File: src/rtl/mem_cache_ctrl.sv
// mem_cache_ctrl
// Direct-mapped, write-back, write-allocate data cache controller.
// Hits complete combinationally in the request cycle. A miss holds Stall
// while a dirty victim line is written back (WB0-WB3) and the requested
// line is filled (FILL0-FILL3), then completes with a one-cycle Done.
//
// Parameters:
//   LINES      number of cache lines (power of 2)
// Ports:
//   clk, rst              clock (rising edge), synchronous active-high reset
//   Addr, DataIn          byte address / write data from the requester
//   Rd, Wr                read / write request (held stable while Stall)
//   DataOut               read data, nonzero only with Done on a read
//   Done, Stall           access complete / access in progress
//   CacheHit              with Done: 1 = hit, 0 = completed after a miss
//   err                   illegal request (Rd&Wr, or odd address)
//   mem_req, mem_wr       backing-memory word request (held until ack), 1=write
//   mem_addr, mem_wdata   word-aligned backing address / write-back data
//   mem_ack, mem_rdata    transfer accepted / fill data
// Optional feature macro: CACHE_STATS_EN adds saturating hit_cnt/miss_cnt
// outputs, cleared by rst.
module mem_cache_ctrl #(
  parameter int LINES = 32
) (
  input  logic        clk,
  input  logic        rst,
  input  logic [15:0] Addr,
  input  logic [15:0] DataIn,
  input  logic        Rd,
  input  logic        Wr,
  output logic [15:0] DataOut,
  output logic        Done,
  output logic        Stall,
  output logic        CacheHit,
  output logic        err,
  output logic        mem_req,
  output logic        mem_wr,
  output logic [15:0] mem_addr,
  output logic [15:0] mem_wdata,
  input  logic        mem_ack,
  input  logic [15:0] mem_rdata
`ifdef CACHE_STATS_EN
  ,
  output logic [15:0] hit_cnt,
  output logic [15:0] miss_cnt
`endif
);

  localparam int IW = $clog2(LINES);
  localparam int TW = 16 - 3 - IW;

  typedef enum logic [3:0] {
    IDLE, WB0, WB1, WB2, WB3, FILL0, FILL1, FILL2, FILL3, DONE
  } state_e;

  state_e state_q, state_d, seq_next;

  logic [LINES-1:0] valid_q;
  logic [LINES-1:0] dirty_q;
  logic [TW-1:0]    tag_q  [LINES];
  logic [15:0]      data_q [LINES][4];

  logic [IW-1:0] idx;
  logic [TW-1:0] req_tag;
  logic [1:0]    word;
  logic [1:0]    beat;
  logic          hit;
  logic          illegal;
  logic          word_we;
  logic          fill_we;
  logic          fill_last;
  logic          miss_start;

  assign idx     = Addr[3+IW-1:3];
  assign req_tag = Addr[15:3+IW];
  assign word    = Addr[2:1];
  assign hit     = valid_q[idx] && (tag_q[idx] == req_tag);
  assign illegal = (Rd && Wr) || (Addr[0] && (Rd || Wr));

  // Beat number and successor state for the transfer states.
  always_comb begin
    beat     = 2'd0;
    seq_next = IDLE;
    unique case (state_q)
      WB0:     begin beat = 2'd0; seq_next = WB1;   end
      WB1:     begin beat = 2'd1; seq_next = WB2;   end
      WB2:     begin beat = 2'd2; seq_next = WB3;   end
      WB3:     begin beat = 2'd3; seq_next = FILL0; end
      FILL0:   begin beat = 2'd0; seq_next = FILL1; end
      FILL1:   begin beat = 2'd1; seq_next = FILL2; end
      FILL2:   begin beat = 2'd2; seq_next = FILL3; end
      FILL3:   begin beat = 2'd3; seq_next = DONE;  end
      default: begin beat = 2'd0; seq_next = IDLE;  end
    endcase
  end

  always_comb begin
    state_d    = state_q;
    DataOut    = '0;
    Done       = 1'b0;
    Stall      = 1'b0;
    CacheHit   = 1'b0;
    err        = 1'b0;
    mem_req    = 1'b0;
    mem_wr     = 1'b0;
    mem_addr   = '0;
    mem_wdata  = '0;
    word_we    = 1'b0;
    fill_we    = 1'b0;
    fill_last  = 1'b0;
    miss_start = 1'b0;

    unique case (state_q)
      IDLE: begin
        if (Rd || Wr) begin
          if (illegal) begin
            err = 1'b1;
          end else if (hit) begin
            Done     = 1'b1;
            CacheHit = 1'b1;
            if (Rd) DataOut = data_q[idx][word];
            else    word_we = 1'b1;
          end else begin
            Stall      = 1'b1;
            miss_start = 1'b1;
            state_d    = (valid_q[idx] && dirty_q[idx]) ? WB0 : FILL0;
          end
        end
      end
      WB0, WB1, WB2, WB3: begin
        Stall     = 1'b1;
        mem_req   = 1'b1;
        mem_wr    = 1'b1;
        mem_addr  = {tag_q[idx], idx, beat, 1'b0};
        mem_wdata = data_q[idx][beat];
        if (mem_ack) state_d = seq_next;
      end
      FILL0, FILL1, FILL2, FILL3: begin
        Stall    = 1'b1;
        mem_req  = 1'b1;
        mem_addr = {req_tag, idx, beat, 1'b0};
        if (mem_ack) begin
          fill_we   = 1'b1;
          fill_last = (state_q == FILL3);
          state_d   = seq_next;
        end
      end
      DONE: begin
        Done = 1'b1;
        if (Rd)      DataOut = data_q[idx][word];
        else if (Wr) word_we = 1'b1;
        state_d = IDLE;
      end
      default: state_d = IDLE;
    endcase

    // Reset takes effect in its own cycle: outputs and array writes are
    // suppressed so a partially filled line can never be committed.
    if (rst) begin
      DataOut    = '0;
      Done       = 1'b0;
      Stall      = 1'b0;
      CacheHit   = 1'b0;
      err        = 1'b0;
      mem_req    = 1'b0;
      mem_wr     = 1'b0;
      mem_addr   = '0;
      mem_wdata  = '0;
      word_we    = 1'b0;
      fill_we    = 1'b0;
      fill_last  = 1'b0;
      miss_start = 1'b0;
    end
  end

  always_ff @(posedge clk) begin
    if (rst) begin
      state_q <= IDLE;
      valid_q <= '0;
      dirty_q <= '0;
    end else begin
      state_q <= state_d;
      if (fill_last) begin
        valid_q[idx] <= 1'b1;
        dirty_q[idx] <= 1'b0;
        tag_q[idx]   <= req_tag;
      end
      if (word_we) dirty_q[idx] <= 1'b1;
    end
  end

  always_ff @(posedge clk) begin
    if (fill_we)      data_q[idx][beat] <= mem_rdata;
    else if (word_we) data_q[idx][word] <= DataIn;
  end

`ifdef CACHE_STATS_EN
  always_ff @(posedge clk) begin
    if (rst) begin
      hit_cnt  <= '0;
      miss_cnt <= '0;
    end else begin
      if (Done && CacheHit && (hit_cnt != '1)) hit_cnt <= hit_cnt + 16'd1;
      if (miss_start && (miss_cnt != '1))      miss_cnt <= miss_cnt + 16'd1;
    end
  end
`endif

endmodule
File: config.mk
export PLATFORM = sky130hd
export DESIGN_NAME = mem_cache_ctrl
export DESIGN_NICKNAME = d
export VERILOG_FILES = /design/src/rtl/mem_cache_ctrl.sv
export SDC_FILE = /design/constraint.sdc
export NUM_CORES = 2
export LEC_CHECK = 0
export BUFFER_PORTS_ARGS = -buffer_cell sky130_fd_sc_hd__buf_2
export CAP_MARGIN = 20
export CORE_MARGIN = 8
export CORE_UTILIZATION = 41
export CTS_CLUSTER_DIAMETER = 80
export DETAILED_ROUTE_END_ITERATION = 10
export SYNTH_ARGS = -nofsm -noshare
export SYNTH_HDL_FRONTEND = slang
export SYNTH_SLANG_ARGS = --single-unit
export TNS_END_PERCENT = 50
File: constraint.sdc
create_clock -name clk -period 4.61 [get_ports clk]
set_clock_uncertainty 0.15 [all_clocks]
set_input_delay 0.2305 -clock clk [delete_from_list [all_inputs] [get_ports clk]]
set_output_delay 0.2305 -clock clk [all_outputs]
set_load 0.02 [all_outputs]
==> out/results.txt <==
leading area contributor after synthesis -> edfxtp_1
row cnt -> 174
Synth top area share -> 74.86%
Antenna Violating Nets Remaining -> 0
Buf/Inv on CP -> 5
Fmax achieved -> 220.9 MHz
Main synth FF type -> edfxtp_1
clk root buf -> clkbuf_16
gr ovfl total -> 0
ys async rst share -> 0%
Worst setup SP type -> flip-flop
H-tree levels -> 4
Worst path slowest cell -> dlygate4sd3_1
Non-Filler Instances -> 8322
I/O pin total -> 107
final worst path period share -> 98.18%
Distinct cells, synth -> 66
largest cells by area after synthesis -> edfxtp_1 (75%), mux4_2 (13%), a22oi_1 (1.9%)
CP Data Required Time -> 5.04 ns
Die Height -> 490.8 um
starting density of the core -> 41.17%
area grow syn2layout -> 19.44%
pwr/cell area -> 409.9 nW/um^2
Tightest Pin Transition -> 1.240 ns
routability congestion estimate -> 0.9300
crit path DAT -> 4.95 ns
crit path cell chain -> mux2i_1 > o22ai_1 > nor4_2 > a21boi_0 > o21ai_0 > nor4_4 > buf_4 > buf_4 > a31oi_4 > or3_1 > buf_4 > mux2_2 > dlygate4sd3_1 > buf_12
final hold violations -> 0
Mean Syn Cell Area -> 20.50 um^2
CP dominant cell by count -> buf_4
total of warnings raised by yosys -> 0
DIE WIDTH -> 490.8 um
LEAKAGE -> 0.03497 uW
Tmin final -> 4.526 ns
Max Slew Vio Count -> 0
Crit path largest cell delay -> 0.59 ns
first-pass GRT wire length -> 377600 um
gr usage total -> 21.77%
clk_lat worst skew -> 0.88 ns
CP max FO -> 32
nets@finish -> 5200
Post-Route WL -> 268800 um
core area -> 224500 um^2
Slew HR -> 17.33%
#FFs+latches synth -> 2377
share of post-route cells with drive strength above 1 -> 32.34%
initial DRC count -> 5486
Syn Std Cell Area -> 92420 um^2
status -> complete, no violations
CTS tree -> yes
full die area -> 240900 um^2
via/cell ratio -> 5.928
Crit. End Element -> flip-flop
RSZ-0062 raised after global routing -> true
placed cell count -> 7860
via count of the first global-routing pass -> 49117
vias -> 49330
Bufs on Longest Clock Path -> 3
number of flops mapped to enable cells by yosys -> 2304
CTS sink count -> 2377
syn nets -> 4566
r2r startpoint -> tag_q[19][7]$_DFFE_PP_
antenna violations before repair -> 27
IO Port Bufs -> 105
largest net degree at the start of global routing -> 132
max_cap viols -> 0
kind of critical path -> reg -> reg
Clk pin slew, worst setup/hold paths -> 0.06 ns
setup TNS -> 0 ns
CP delay by family, top -> buffers and inverters
Setup crit start -> tag_q[19][7]$_DFFE_PP_
drt wl/cell -> 32.29 um
TritonCTS Buffers -> 224
Hold Path Class -> in -> reg
Seq/Total Area, Yosys -> 76.44%
worst hold start -> DataIn[6]
DP HPWL -> 167000 um
drt drc -> 0
VDD IR max -> 0.4215 mV
# setup viols final -> 0
Mapped Cells -> 4509
Initial DRT Pass Iterations -> 6
[Yosys cell counts, types with 50 or more instances]
master	instances
nor2_1	325
o22ai_1	60
mux4_2	528
a22oi_1	240
o21ai_0	50
mux2i_1	132
edfxtp_1	2304
buf_2	71
a21oi_1	93
dfxtp_1	73
clkbuf_1	179
nand2_1	59
[final timing paths]
kind,end,slack (ns),cells after the start
setup / recovery,data_q[10][63]$_DFFE_PP_,0.08,14
hold / removal,data_q[6][54]$_DFFE_PP_,0.08,2
setup reg to reg,data_q[10][63]$_DFFE_PP_,0.08,14
hold reg to reg,valid_q[18]$_SDFFE_PP0P_,0.32,2
[routing by layer]
layer	GRT usage (%)	wire length, um	vias up
li1	-	-	20131
met1	29.05	104300	26299
met2	34.91	127900	2399
met3	4.680	23760	493
met4	9.070	12770	8
met5	0	50	-
[stage by stage]
stage / util [%] / instance area, um^2 / setup slack, ns / hold slack [ns] / power (uW)
after floorplan: - / 92420 / 0.001858 / 0.1794 / 25990
after global placement: 45.64 / 102400 / -0.3415 / 0.2940 / 27700
after detailed placement: 45.65 / 102500 / -0.3475 / 0.3081 / 27740
after CTS: 49.12 / 110300 / -0.01238 / 0.001586 / 45510
after global routing: 49.17 / 110400 / -0.1040 / 0.03453 / 46440
final: 49.18 / 110400 / 0.08403 / 0.08307 / 45250
[logic make-up after synthesis]
kind of cell | count (synthesis) | share of synthesized area, %
compound gates | 534 | 3.956
xor+xnor | 7 | 0.06634
fa+ha+maj | 6 | 0.07582
buf+inv | 297 | 1.419
flops | 2377 | 76.44
mux | 724 | 15.12
other cells | 1 | 0.004058
simple gates | 563 | 2.919
[state kept, by name (all words and copies together) (netlist names)]
register and cells:
beat 2, data_q 2048, dirty_q 32, seq_next 3, state_q 4, tag_q 256, valid_q 32
[layout make-up]
type	instances	area, um^2
Clock buffer	287	5934
Multi-Input combinational cell	1835	21090
Antenna cell	6	15.01
Tap cell	2992	3744
Clock inverter	120	1162
Inverter	10	37.54
Sequential cell	2377	70650
Timing Repair Buffer	695	7744
Fill cell	17989	114100
[where the power goes]
group / leakage (uW) / total [uW] / internal (uW) / switching [uW]
registers: 0.0213 / 23700 / 23700 / 34.3
clock network: 0.00344 / 17900 / 9930 / 7940
logic: 0.0102 / 3630 / 1310 / 2320
[cells in the final DEF, fill, tap and decap left out, drive strengths merged, types with 65 or more instances in the layout]
master / Yosys / layout
mux4: 528 / 528
buf: 107 / 649
mux2i: 132 / 132
nor2: 325 / 325
clkinv: 0 / 93
edfxtp: 2304 / 2304
a22oi: 240 / 240
dfxtp: 73 / 73
o22ai: 65 / 65
a21oi: 93 / 93
clkbuf: 180 / 287
[what timing repair did]
item / 4_1_cts / 5_1_grt
hold buffers: 46 / 0
gates resized for setup: 42 / 27
pin swaps: 11 / 8
buffers inserted: 1 / 2
hold endpoints to repair: 1473 / 0
gates cloned: 0 / 0
setup endpoints to repair: 17 / 82
Note: power is estimated with default switching activity, not from simulation.
